`src/rtl/pipe_stage_buf.sv`:
```
// rtl/pipe_stage_buf.sv - elastic valid/ready pipeline stage register with DEPTH-entry skid FIFO
module pipe_stage_buf #(
  parameter int DATA_W      = 38,
  parameter int DEPTH       = 2,
  parameter int BUBBLE_ZERO = 1
) (
  input  logic                       clk,
  input  logic                       rst,
  input  logic                       flush_i,
  input  logic                       in_valid_i,
  output logic                       in_ready_o,
  input  logic [DATA_W-1:0]          in_data_i,
  output logic                       out_valid_o,
  input  logic                       out_ready_i,
  output logic [DATA_W-1:0]          out_data_o,
  output logic [$clog2(DEPTH+1)-1:0] count_o
);

  localparam int CW = $clog2(DEPTH + 1);
  localparam int PW = (DEPTH > 1) ? $clog2(DEPTH) : 1;
  localparam logic [PW-1:0] LAST_PTR = PW'(DEPTH - 1);
  localparam logic [CW-1:0] FULL_CNT = CW'(DEPTH);

  logic [DATA_W-1:0] mem [DEPTH];
  logic [PW-1:0]     wr_ptr;
  logic [PW-1:0]     rd_ptr;
  logic [CW-1:0]     count;
  logic              push;
  logic              pop;
  logic [PW-1:0]     wr_ptr_nxt;
  logic [PW-1:0]     rd_ptr_nxt;

  // Handshakes depend only on registered count, so ready/valid never chain combinationally.
  assign in_ready_o  = (count < FULL_CNT);
  assign out_valid_o = (count != '0);
  assign count_o     = count;
  assign push        = in_valid_i & in_ready_o;
  assign pop         = out_valid_o & out_ready_i;

  // Explicit wrap so non-power-of-2 depths cycle correctly.
  assign wr_ptr_nxt = (wr_ptr == LAST_PTR) ? '0 : wr_ptr + PW'(1);
  assign rd_ptr_nxt = (rd_ptr == LAST_PTR) ? '0 : rd_ptr + PW'(1);

  always_comb begin
    out_data_o = mem[rd_ptr];
    if ((BUBBLE_ZERO != 0) && (count == '0)) begin
      out_data_o = '0;
    end
  end

  // Storage is cleared on reset so out_data_o reads zero during reset even with BUBBLE_ZERO=0.
  always_ff @(posedge clk or negedge rst) begin
    if (!rst) begin
      wr_ptr <= '0;
      rd_ptr <= '0;
      count  <= '0;
      for (int i = 0; i < DEPTH; i++) begin
        mem[i] <= '0;
      end
    end else if (flush_i) begin
      wr_ptr <= '0;
      rd_ptr <= '0;
      count  <= '0;
    end else begin
      if (push) begin
        mem[wr_ptr] <= in_data_i;
        wr_ptr      <= wr_ptr_nxt;
      end
      if (pop) begin
        rd_ptr <= rd_ptr_nxt;
      end
      case ({push, pop})
        2'b10:   count <= count + CW'(1);
        2'b01:   count <= count - CW'(1);
        default: count <= count;
      endcase
    end
  end

endmodule

```
`config.mk`:
```
export PLATFORM = sky130hd
export DESIGN_NAME = pipe_stage_buf
export DESIGN_NICKNAME = d
export VERILOG_FILES = /design/src/rtl/pipe_stage_buf.sv
export SDC_FILE = /design/constraint.sdc
export NUM_CORES = 1
export LEC_CHECK = 0
export ABC_AREA = 1
export CAP_MARGIN = 5
export CORE_ASPECT_RATIO = 1.2
export CORE_MARGIN = 2
export CORE_UTILIZATION = 54
export DETAILED_ROUTE_END_ITERATION = 12
export GPL_TIMING_DRIVEN = 0
export HOLD_SLACK_MARGIN = 0.08
export PLACE_DENSITY_LB_ADDON = 0.3
export SETUP_SLACK_MARGIN = 0.5
export SLEW_MARGIN = 20
export SYNTH_ARGS = -nofsm -noshare
export SYNTH_HDL_FRONTEND = slang
export SYNTH_SLANG_ARGS = --single-unit
```
`constraint.sdc`:
```
create_clock -name clk -period 3.1 [get_ports clk]
set_clock_uncertainty 0.15 [all_clocks]
set_input_delay 0.465 -clock clk [delete_from_list [all_inputs] [get_ports clk]]
set_output_delay 0.465 -clock clk [all_outputs]
set_load 0.1 [all_outputs]
```
==> flow_summary.ini, run 1 <==
[die]
die_area_sq_um = 7479
num_io_pins = 85
floorplan.rows = 32
die-height_microns = 94.34
initial_core_util = 0.5627
chipWidth_microns = 79.28
placeableCoreArea_sq_um = 6526

[timing]
timing.final.setup_violations = 0
report.final.hold_viol_count = 0
rsz_0062_raised_after_global_routing = yes
worst_case_hold_slack_ns = 0.3363
period_needed_ns = 2.576
relSlewSlack = 0.3535
max_freq_mhz = 388.2
tightest_slew_ns = 0.9668
fin_crit_sh = 0.8309
timing.final.max_slew_violations = 0

[placement]
dp_hpwl_mm = 6.391
postPlaceCellArea_sq_um = 5011
routabilityCongestion = 0.7988
buffer_ports.inserted = 84

[logic_synthesis]
synthTopCellsByArea = sky130_fd_sc_hd__dfrtp_1 (55%), sky130_fd_sc_hd__nand2_1 (17%), sky130_fd_sc_hd__o21ai_0 (8.3%)
synth_sequential_area_ratio = 0.5451
syn_nets = 487
yosysTopAreaCellShare = 0.5451
synth_top_area_cell = sky130_fd_sc_hd__dfrtp_1
netlist_area_sq_um = 3672
postSynthAreaPerCell_sq_um = 8.271
netlist-cell-type-count = 19
synthCells = 444
yosysWarningCount = 0
yosys_register_bits = 80

[routing]
ant_nets = 0
drtIter0Drc = 209
detailedRoute.firstPassIterationCount = 4
wl_per_cell_microns = 15.16
post-route-drc-count = 0
route.vias.total = 3374
routed_via_density = 5.347
postRouteWirelength_mm = 9.564

[grt]
grt_pass1_wl_mm = 15.80
grt_antenna_before_repair = 0
grt_max_degree = 43
grt_pass1_vias = 3353
grt_remaining_overflow = 0
grt_util_all_layers = 0.2751

[min_path]
hold_path.class = register to register

[finish]
final_layout_size_suffix_gt1_frac = 0.2436
finish.instance_area_sq_um = 5121
syn_to_final_growth_pct = 39.45
antennaDiodeCount = 0
layout.nets = 584

[worst_setup_path]
r2r_slack_ns = 1.54
critPathBufInv = 3
cp_slowest_cell = sky130_fd_sc_hd__buf_2
timing_worst_setup_path_type = register to output port
worst_path_largest_cell_delay_ns = 0.44
cell_chain_critical_path = buf_2 > buf_2 > nand2_1 > a21oi_4 > buf_2
worst_ep_arrival_time_ns = 1.96
critPathLaunchType = register
worst_path_dominant_cell_family = buffers and inverters
required_time_reported_for_the_critical_path_endpoint_ns = 2.48
cell_seen_most_often_among_critical_path_stages = sky130_fd_sc_hd__buf_2
biggest_fanout_along_the_worst_timing_path = 10
cp-end-kind = output port

[clock_network]
cts_inserted_buffers = 9
clockBufferDepth = 2
number_of_sinks_driven_by_the_clock_tree = 80
ctsHtreeMaxLevel = 3
worstSkewPairLatency_ns = 0.35
cts.clk_slew.worst_paths_ns = 0.07
postCtsSetupBuffers = 0
clk_root_buffer_cell = sky130_fd_sc_hd__clkbuf_8
cts_tree = yes

[power]
cellLeakagePower_nw = 2.413
ir_drop_mv = 0.6057
power_per_cell_area_nw_per_um2 = 968.2

[run]
maxCapViolCount = 0

[status]
outcome = completed
==> worst register-to-register path, delay by kind of cell (launching register included) <==
kind / cells / cell delay, ns
AOI/OAI and AO/OA: 1 / 0.18
and+or+nand+nor: 2 / 0.19
DFF: 1 / 0.41
buffers and inverters: 3 / 0.50
==> worst paths after layout <==
kind,to,depth (start not counted),startpoint
worst max-delay path,out_data_o[26],5,rd_ptr$_DFFE_PN0P_
worst min-delay path,mem[18]$_DFFE_PN0P_,2,mem[18]$_DFFE_PN0P_
worst max register to register,mem[52]$_DFFE_PN0P_,6,count_o[1]$_DFFE_PN0P_
worst min register to register,mem[18]$_DFFE_PN0P_,2,mem[18]$_DFFE_PN0P_
max in group asynchronous,mem[48]$_DFFE_PN0P_,3,rst
min in group asynchronous,mem[62]$_DFFE_PN0P_,2,rst
==> cell families (layout without fill, tap and decap cells) <==
logic type	after synthesis	after routing	synth area share
AO/OA/AOI/OAI	116	116	0.1683
buffers and inverters	72	174	0.09881
flip-flops	80	80	0.5451
AND/OR/NAND/NOR	176	176	0.1877
==> power by group <==
group / internal (mW) / switching, mW / total, mW
logic: 0.645 / 1.90 / 2.55
clock network: 0.391 / 0.363 / 0.753
registers: 1.44 / 0.218 / 1.66
total: 2.47 / 2.48 / 4.96
==> metrics by stage <==
stage | power [mW] | cells | util | setup WS, ns | setup TNS (ns)
2_1_floorplan | 3.680 | 444 | - | 0.5158 | 0
3_3_place_gp | 4.178 | 613 | 0.7650 | -1.503 | -99.05
3_5_place_dp | 4.250 | 614 | 0.7678 | -0.007910 | -0.02202
4_1_cts | 4.921 | 631 | 0.7763 | 0.4333 | 0
5_1_grt | 5.203 | 631 | 0.7847 | 0.4484 | 0
6_report | 4.958 | 631 | 0.7847 | 0.5242 | 0
==> cells in the mapped netlist <==
| library cell | n |
|---|---|
| sky130_fd_sc_hd__buf_2 | 7 |
| sky130_fd_sc_hd__a21oi_1 | 39 |
| sky130_fd_sc_hd__o21ai_1 | 6 |
| sky130_fd_sc_hd__dfrtp_1 | 80 |
| sky130_fd_sc_hd__inv_1 | 42 |
| sky130_fd_sc_hd__nand3_4 | 1 |
| sky130_fd_sc_hd__inv_4 | 1 |
| sky130_fd_sc_hd__clkbuf_2 | 2 |
| sky130_fd_sc_hd__nand2_2 | 1 |
| sky130_fd_sc_hd__clkbuf_1 | 10 |
| sky130_fd_sc_hd__o21ai_0 | 61 |
| sky130_fd_sc_hd__nand3_1 | 4 |
| sky130_fd_sc_hd__nor2_1 | 4 |
| sky130_fd_sc_hd__nand2_4 | 1 |
| sky130_fd_sc_hd__o21ai_2 | 10 |
| sky130_fd_sc_hd__buf_8 | 3 |
| sky130_fd_sc_hd__nand2_1 | 165 |
| sky130_fd_sc_hd__inv_2 | 1 |
| sky130_fd_sc_hd__buf_6 | 6 |
==> final cells by class <==
type,count,area [sq um]
Buffer,28,216.5
Tap cell,85,106.4
Clock inverter,4,45.04
Timing Repair Buffer,86,758.2
Multi-Input combinational cell,292,1678
Sequential cell,80,2004
Inverter,44,167.7
Clock buffer,12,145.1
Fill cell,462,1405
==> sequential cells by signal (all words and copies together), names as in the netlist <==
| register | count |
|---|---|
| mem | 76 |
| wr_ptr | 1 |
| count_o | 2 |
| rd_ptr | 1 |
==> placed cells by master (no fill, tap or decap) <==
cell,n
sky130_fd_sc_hd__a21oi_4,30
sky130_fd_sc_hd__dfrtp_1,78
sky130_fd_sc_hd__dfrtp_2,2
sky130_fd_sc_hd__inv_2,1
sky130_fd_sc_hd__o21ai_0,61
sky130_fd_sc_hd__nand3_4,1
sky130_fd_sc_hd__clkinv_2,3
sky130_fd_sc_hd__dlygate4sd2_1,2
sky130_fd_sc_hd__buf_2,9
sky130_fd_sc_hd__nand3_1,4
sky130_fd_sc_hd__dlygate4sd3_1,1
sky130_fd_sc_hd__clkbuf_2,7
sky130_fd_sc_hd__buf_4,19
sky130_fd_sc_hd__a21oi_2,8
sky130_fd_sc_hd__bufinv_16,1
sky130_fd_sc_hd__nand2_2,2
sky130_fd_sc_hd__nor2_1,4
sky130_fd_sc_hd__a21oi_1,1
sky130_fd_sc_hd__buf_6,8
sky130_fd_sc_hd__inv_1,42
sky130_fd_sc_hd__nand2_1,164
sky130_fd_sc_hd__clkbuf_4,16
sky130_fd_sc_hd__buf_12,1
sky130_fd_sc_hd__clkbuf_8,10
sky130_fd_sc_hd__clkbuf_1,7
sky130_fd_sc_hd__o21ai_2,10
sky130_fd_sc_hd__o21ai_1,6
sky130_fd_sc_hd__inv_4,1
sky130_fd_sc_hd__nand2_4,1
sky130_fd_sc_hd__buf_8,3
sky130_fd_sc_hd__clkdlybuf4s50_1,43
==> metal layers <==
| metal | part of all wire | vias up | GRT usage | wire length, microns |
|---|---|---|---|---|
| met1 | 0.40 | 1659 | 0.3445 | 3869 |
| met4 | 0.022 | 0 | 0.1178 | 213 |
| met5 | 0 | - | 0 | 0 |
| met2 | 0.53 | 109 | 0.4718 | 5084 |
| li1 | - | 1587 | - | - |
| met3 | 0.042 | 19 | 0.04685 | 398 |
==> repair_timing <==
action	4_1_cts	5_1_grt
hold buffers	1	0
endpoints found under the setup margin	40	34
pin swaps	0	0
gates resized for setup	211	28
hold endpoints to repair	38	0
Note: power is estimated with default switching activity, not from simulation.
==> run 2, diff against run 1 <==
- CORE_UTILIZATION: 54 -> 50
- clock period: 3.1 -> 2.61 ns (I/O delays scaled with it)
==> run 2 against run 1 <==
  * Core utilization shrank 0.80 points
  * First-iteration DRC count shrank 18%
  * Critical path depth is the same
  * Critical endpoint is now out_data_o[36]
  * Largest cell class unchanged
  * Largest power group unchanged
==> flow_summary.ini, run 2 (synthesis gave the netlist of run 1 again) <==
[placement]
dp_hpwl_mm = 6.216
placed_cells = 619
detailedPlace.worstSlack_ns = -0.3410
buffer_ports.inserted = 84
routabilityCongestion = 0.7658

[worst_setup_path]
cp_slowest_cell = sky130_fd_sc_hd__dfrtp_4
cp-end-kind = output port
cell_chain_critical_path = nor2_4 > buf_6 > buf_12 > a21oi_4 > buf_6
timing_worst_setup_path_type = register to output port
worst_path_largest_cell_delay_ns = 0.51
required_time_reported_for_the_critical_path_endpoint_ns = 2.07
cell_seen_most_often_among_critical_path_stages = sky130_fd_sc_hd__buf_6
worst_ep_arrival_time_ns = 1.61
critPathLaunchType = register
biggest_fanout_along_the_worst_timing_path = 10

[power]
power_per_cell_area_nw_per_um2 = 1147
switching_share = 0.4749
power_frac_clock = 0.148
power.share.combinational = 0.543
power.share.sequential = 0.309
ir_drop_mv = 0.7975
power.net_switching_mw = 3.042
total_power_mw = 6.405
power.internal_mw = 3.363
cellLeakagePower_nw = 2.546

[die]
die-height_microns = 97.88
die_area_sq_um = 8049
chipWidth_microns = 82.24
initial_core_util = 0.5108
floorplan.rows = 34
num_io_pins = 85
placeableCoreArea_sq_um = 7189

[timing]
fin_crit_sh = 0.8229
relSlewSlack = 0.6374
timing.final.max_slew_violations = 0
rsz_0062_raised_after_global_routing = yes
setup_tns_ns = 0
setup_ws_ns = 0.4622
period_needed_ns = 2.148
timing.final.setup_violations = 0
tightest_slew_ns = 0.5465
max_freq_mhz = 465.6
report.final.hold_viol_count = 0

[grt]
grt_max_degree = 42
grt_pass1_wl_mm = 15.01
grt_pass1_vias = 3317
grt_util_all_layers = 0.2427
grt_remaining_overflow = 0
grt_antenna_before_repair = 0

[clock_network]
clockBufferDepth = 2
cts_tree = yes
worstSkewPairLatency_ns = 0.35
clk_root_buffer_cell = sky130_fd_sc_hd__clkbuf_8
ctsHtreeMaxLevel = 3
cts_inserted_buffers = 9
number_of_sinks_driven_by_the_clock_tree = 80
cts.clk_slew.worst_paths_ns = 0.08

[routing]
ant_nets = 0
wl_per_cell_microns = 14.69
postRouteWirelength_mm = 9.385
post-route-drc-count = 0
routed_via_density = 5.235
route.vias.total = 3345
drtIter0Drc = 171
detailedRoute.firstPassIterationCount = 4

[min_path]
hold_path.class = register to register

[finish]
layout.cells.most_common_list = sky130_fd_sc_hd__nand2_1 (164), sky130_fd_sc_hd__dfrtp_1 (78), sky130_fd_sc_hd__o21ai_0 (61), sky130_fd_sc_hd__inv_1 (41), sky130_fd_sc_hd__clkdlybuf4s50_1 (41)
final_layout_size_suffix_gt1_frac = 0.2605
largest_reg_flops = 76
syn_to_final_growth_pct = 52.06
antennaDiodeCount = 0
layout_commonest_cell = sky130_fd_sc_hd__nand2_1
final_cell_count_no_fill = 639
top_register = mem
multi_input_logic_area_sq_um = 1735
finalCoreUtilization = 0.7767
layout.nets = 588
fillers = 467
final-seq-area_sq_um = 2009

[run]
maxCapViolCount = 0

[status]
outcome = completed
==> run 2: changes by cell type in the layout (fill, tap and decap cells not counted), sizes merged, moves of 2 or more <==
cell	before	now
buf	40	64
clkbuf	40	21
clkdlybuf4s15	0	2
clkdlybuf4s50	43	41
dlygate4sd2	2	0
==> run 2: worst paths after layout <==
path | end | depth (start not counted) | startpoint | slack, ns
setup / recovery | out_data_o[36] | 5 | count_o[0]$_DFFE_PN0P_ | 0.46
hold / removal | mem[38]$_DFFE_PN0P_ | 2 | mem[38]$_DFFE_PN0P_ | 0.33
setup reg to reg | mem[3]$_DFFE_PN0P_ | 8 | count_o[1]$_DFFE_PN0P_ | 0.99
hold reg to reg | mem[38]$_DFFE_PN0P_ | 2 | mem[38]$_DFFE_PN0P_ | 0.33
max in group asynchronous | mem[35]$_DFFE_PN0P_ | 3 | rst | 1.33
min in group asynchronous | mem[14]$_DFFE_PN0P_ | 2 | rst | 0.40
==> run 2: per-stage QoR <==
step           cell area [sq um]  hold WS (ns)
5_1_grt                     5584        0.3594
4_1_cts                     5286        0.3386
3_5_place_dp                5041        0.2495
6_report                    5584        0.3343
2_1_floorplan               4070      -0.05409
3_3_place_gp                5024        0.3143
==> run 2: power groups by stage <==
stage | combinational (mW) | sequential [mW] | clock (mW)
final | 3.48 | 1.98 | 0.951
after floorplan | 2.43 | 1.98 | 0
after detailed placement | 3.09 | 1.98 | 0
after global placement | 3.04 | 1.96 | 0
after CTS | 3.19 | 1.96 | 0.966
after global routing | 3.68 | 2.03 | 1.02
==> run 2: critical path: cells and delay by family (launching register included) <==
kind | cells | cell delay [ns]
buffers and inverters | 3 | 0.52
DFF | 1 | 0.51
and+or+nand+nor | 1 | 0.17
AOI/OAI and AO/OA | 1 | 0.04
==> run 2: layout make-up <==
cell class / instances / area share
sequential: 80 / 0.3598
multi-input combinational: 292 / 0.3108
timing repair buffer: 90 / 0.1909
buffer: 28 / 0.05221
inverter: 44 / 0.03002
clock buffer: 11 / 0.02353
tap: 90 / 0.02017
clock inverter: 4 / 0.01255
==> run 2: layer usage <==
layer	vias to the layer above	part of all wire	GRT usage	wire, microns
met3	19	0.044	0.03420	417
met4	0	0.023	0.1064	216
li1	1601	-	-	-
met1	1627	0.38	0.2929	3612
met2	98	0.55	0.4212	5139
met5	-	0	0	0
==> run 2: what timing repair did <==
action / in CTS / in global routing
gates resized for setup: 270 / 77
hold buffers: 1 / 0
setup buffers: 2 / 2
cloned: 0 / 0
pin swaps: 0 / 2
endpoints found under the setup margin: 42 / 40
hold endpoints to repair: 39 / 0
==> run 3, diff against run 2 <==
- clock period: 2.61 -> 2.1 ns (I/O delays scaled with it)
==> run 3 against run 2 <==
  * Critical path depth did not move
  * Combinational power rose by 57%
  * Sequential power rose by 37%
  * Power rose by 46%
  * Register-to-register slack got worse by 0.65 ns
  * Hold slack got worse by 0.026 ns
  * Design area rose by 19%
  * Non-clock buffer count rose by 16
  * Sequential share of layout area fell by 5.7 points
  * Largest cell class is now multi-input gates
==> flow_summary.ini, run 3 (synthesis gave the netlist of run 1 again) <==
[finish]
syn_to_final_growth_pct = 80.55
antennaDiodeCount = 0
top_register = mem
largest_reg_flops = 76
multi_input_logic_area_sq_um = 2223
layout.cells.most_common_list = sky130_fd_sc_hd__nand2_1 (106), sky130_fd_sc_hd__dfrtp_1 (78), sky130_fd_sc_hd__o21ai_2 (46), sky130_fd_sc_hd__clkdlybuf4s50_1 (41), sky130_fd_sc_hd__inv_1 (40)
final-seq-area_sq_um = 2009
finish.instance_area_sq_um = 6630
layout_commonest_cell = sky130_fd_sc_hd__nand2_1
layout.nets = 604
fillers = 233
final_cell_count_no_fill = 656
final_layout_size_suffix_gt1_frac = 0.4576
finalCoreUtilization = 0.9222

[worst_setup_path]
worst_ep_arrival_time_ns = 1.63
timing_worst_setup_path_type = register to output port
biggest_fanout_along_the_worst_timing_path = 10
critPathLaunchType = register
regToRegStartpoint = count_o[1]$_DFFE_PN0P_
critical_path.reg2reg.endpoint = mem[27]$_DFFE_PN0P_
cp-end-kind = output port
r2r_slack_ns = 0.34
timing.reg2reg.worst_path_depth = 9
required_time_reported_for_the_critical_path_endpoint_ns = 1.63

[timing]
setup_tns_ns = 0
timing.final.max_slew_violations = 0
timing.final.setup_violations = 0
report.final.hold_viol_count = 0
worst_case_hold_slack_ns = 0.3082
max_freq_mhz = 476.9
period_needed_ns = 2.097
fin_crit_sh = 0.9984
setup_ws_ns = 0.003317
tightest_slew_ns = 0.4772
relSlewSlack = 0.6819
rsz_0062_raised_after_global_routing = yes

[clock_network]
number_of_sinks_driven_by_the_clock_tree = 80
worstSkewPairLatency_ns = 0.36
cts_tree = yes
clockBufferDepth = 2
cts_inserted_buffers = 9
clk_root_buffer_cell = sky130_fd_sc_hd__clkbuf_8
ctsHtreeMaxLevel = 3
cts.clk_slew.worst_paths_ns = 0.08

[die]
initial_core_util = 0.5108
die-height_microns = 97.88
placeableCoreArea_sq_um = 7189
num_io_pins = 85
floorplan.rows = 34
die_area_sq_um = 8049
chipWidth_microns = 82.24

[power]
total_power_mw = 9.370
power_per_cell_area_nw_per_um2 = 1413
cellLeakagePower_nw = 2.926
ir_drop_mv = 0.9212

[placement]
buffer_ports.inserted = 84
postPlaceCellArea_sq_um = 5154
placed_cells = 619
detailedPlace.worstSlack_ns = -0.7563
dp_hpwl_mm = 6.397
routabilityCongestion = 0.8279

[grt]
grt_pass1_wl_mm = 16.52
grt_util_all_layers = 0.2700
grt_remaining_overflow = 0
grt_max_degree = 48
grt_antenna_before_repair = 0
grt_pass1_vias = 3507

[routing]
routed_via_density = 5.841
ant_nets = 0
drtIter0Drc = 247
post-route-drc-count = 0
postRouteWirelength_mm = 14.28
wl_per_cell_microns = 21.77
detailedRoute.firstPassIterationCount = 5
route.vias.total = 3832

[run]
maxCapViolCount = 0

[min_path]
hold_path.class = primary input to async pin

[status]
outcome = completed
run 3: repair_timing:
item,4_1_cts,5_1_grt
endpoints found under the hold margin,33,0
pin swaps,1,2
hold buffers,1,0
setup endpoints to repair,44,101
setup buffers,5,8
gates resized for setup,366,233
gates cloned,1,6
run 3: worst max-delay path by stage:
stage | endpoint | depth (start not counted) | startpoint | slack, ns
global placement | count_o[0]$_DFFE_PN0P_ | 1 | rst | -2.56
finish | out_data_o[10] | 5 | rd_ptr$_DFFE_PN0P_ | 0.003
detailed placement | out_data_o[11] | 5 | rd_ptr$_DFFE_PN0P_ | -0.76
floorplan | out_data_o[17] | 4 | count_o[0]$_DFFE_PN0P_ | 0.06
global route | out_data_o[0] | 5 | rd_ptr$_DFFE_PN0P_ | -0.03
CTS | out_data_o[32] | 5 | rd_ptr$_DFFE_PN0P_ | 0.01
run 3: worst max-delay path, stage by stage (launching register included):
cell and delay, ns:
sky130_fd_sc_hd__dfrtp_1 0.44, sky130_fd_sc_hd__inv_2 0.14, sky130_fd_sc_hd__clkbuf_8 0.20, sky130_fd_sc_hd__nand2_1 0.12, sky130_fd_sc_hd__a21oi_4 0.17, sky130_fd_sc_hd__buf_12 0.19
run 3: power breakdown:
group          total, mW  internal (mW)  switching, mW
clock               1.18          0.586          0.597
sequential          2.71           2.13          0.580
combinational       5.48           2.07           3.41
run 3: layout make-up:
cell class / instances / share of cell area
Clock inverter: 4 / 0.008115
Sequential cell: 80 / 0.3031
Buffer: 28 / 0.05869
Inverter: 44 / 0.02755
Tap cell: 90 / 0.01698
Clock buffer: 12 / 0.02189
Multi-Input combinational cell: 292 / 0.3353
Timing Repair Buffer: 106 / 0.2283
run 3: layer usage:
metal	GRT usage	vias up	wire length, microns
met5	0	-	0
li1	-	1636	-
met3	0.05176	68	868
met1	0.3261	1897	5195
met2	0.4560	231	7507
met4	0.1244	0	707
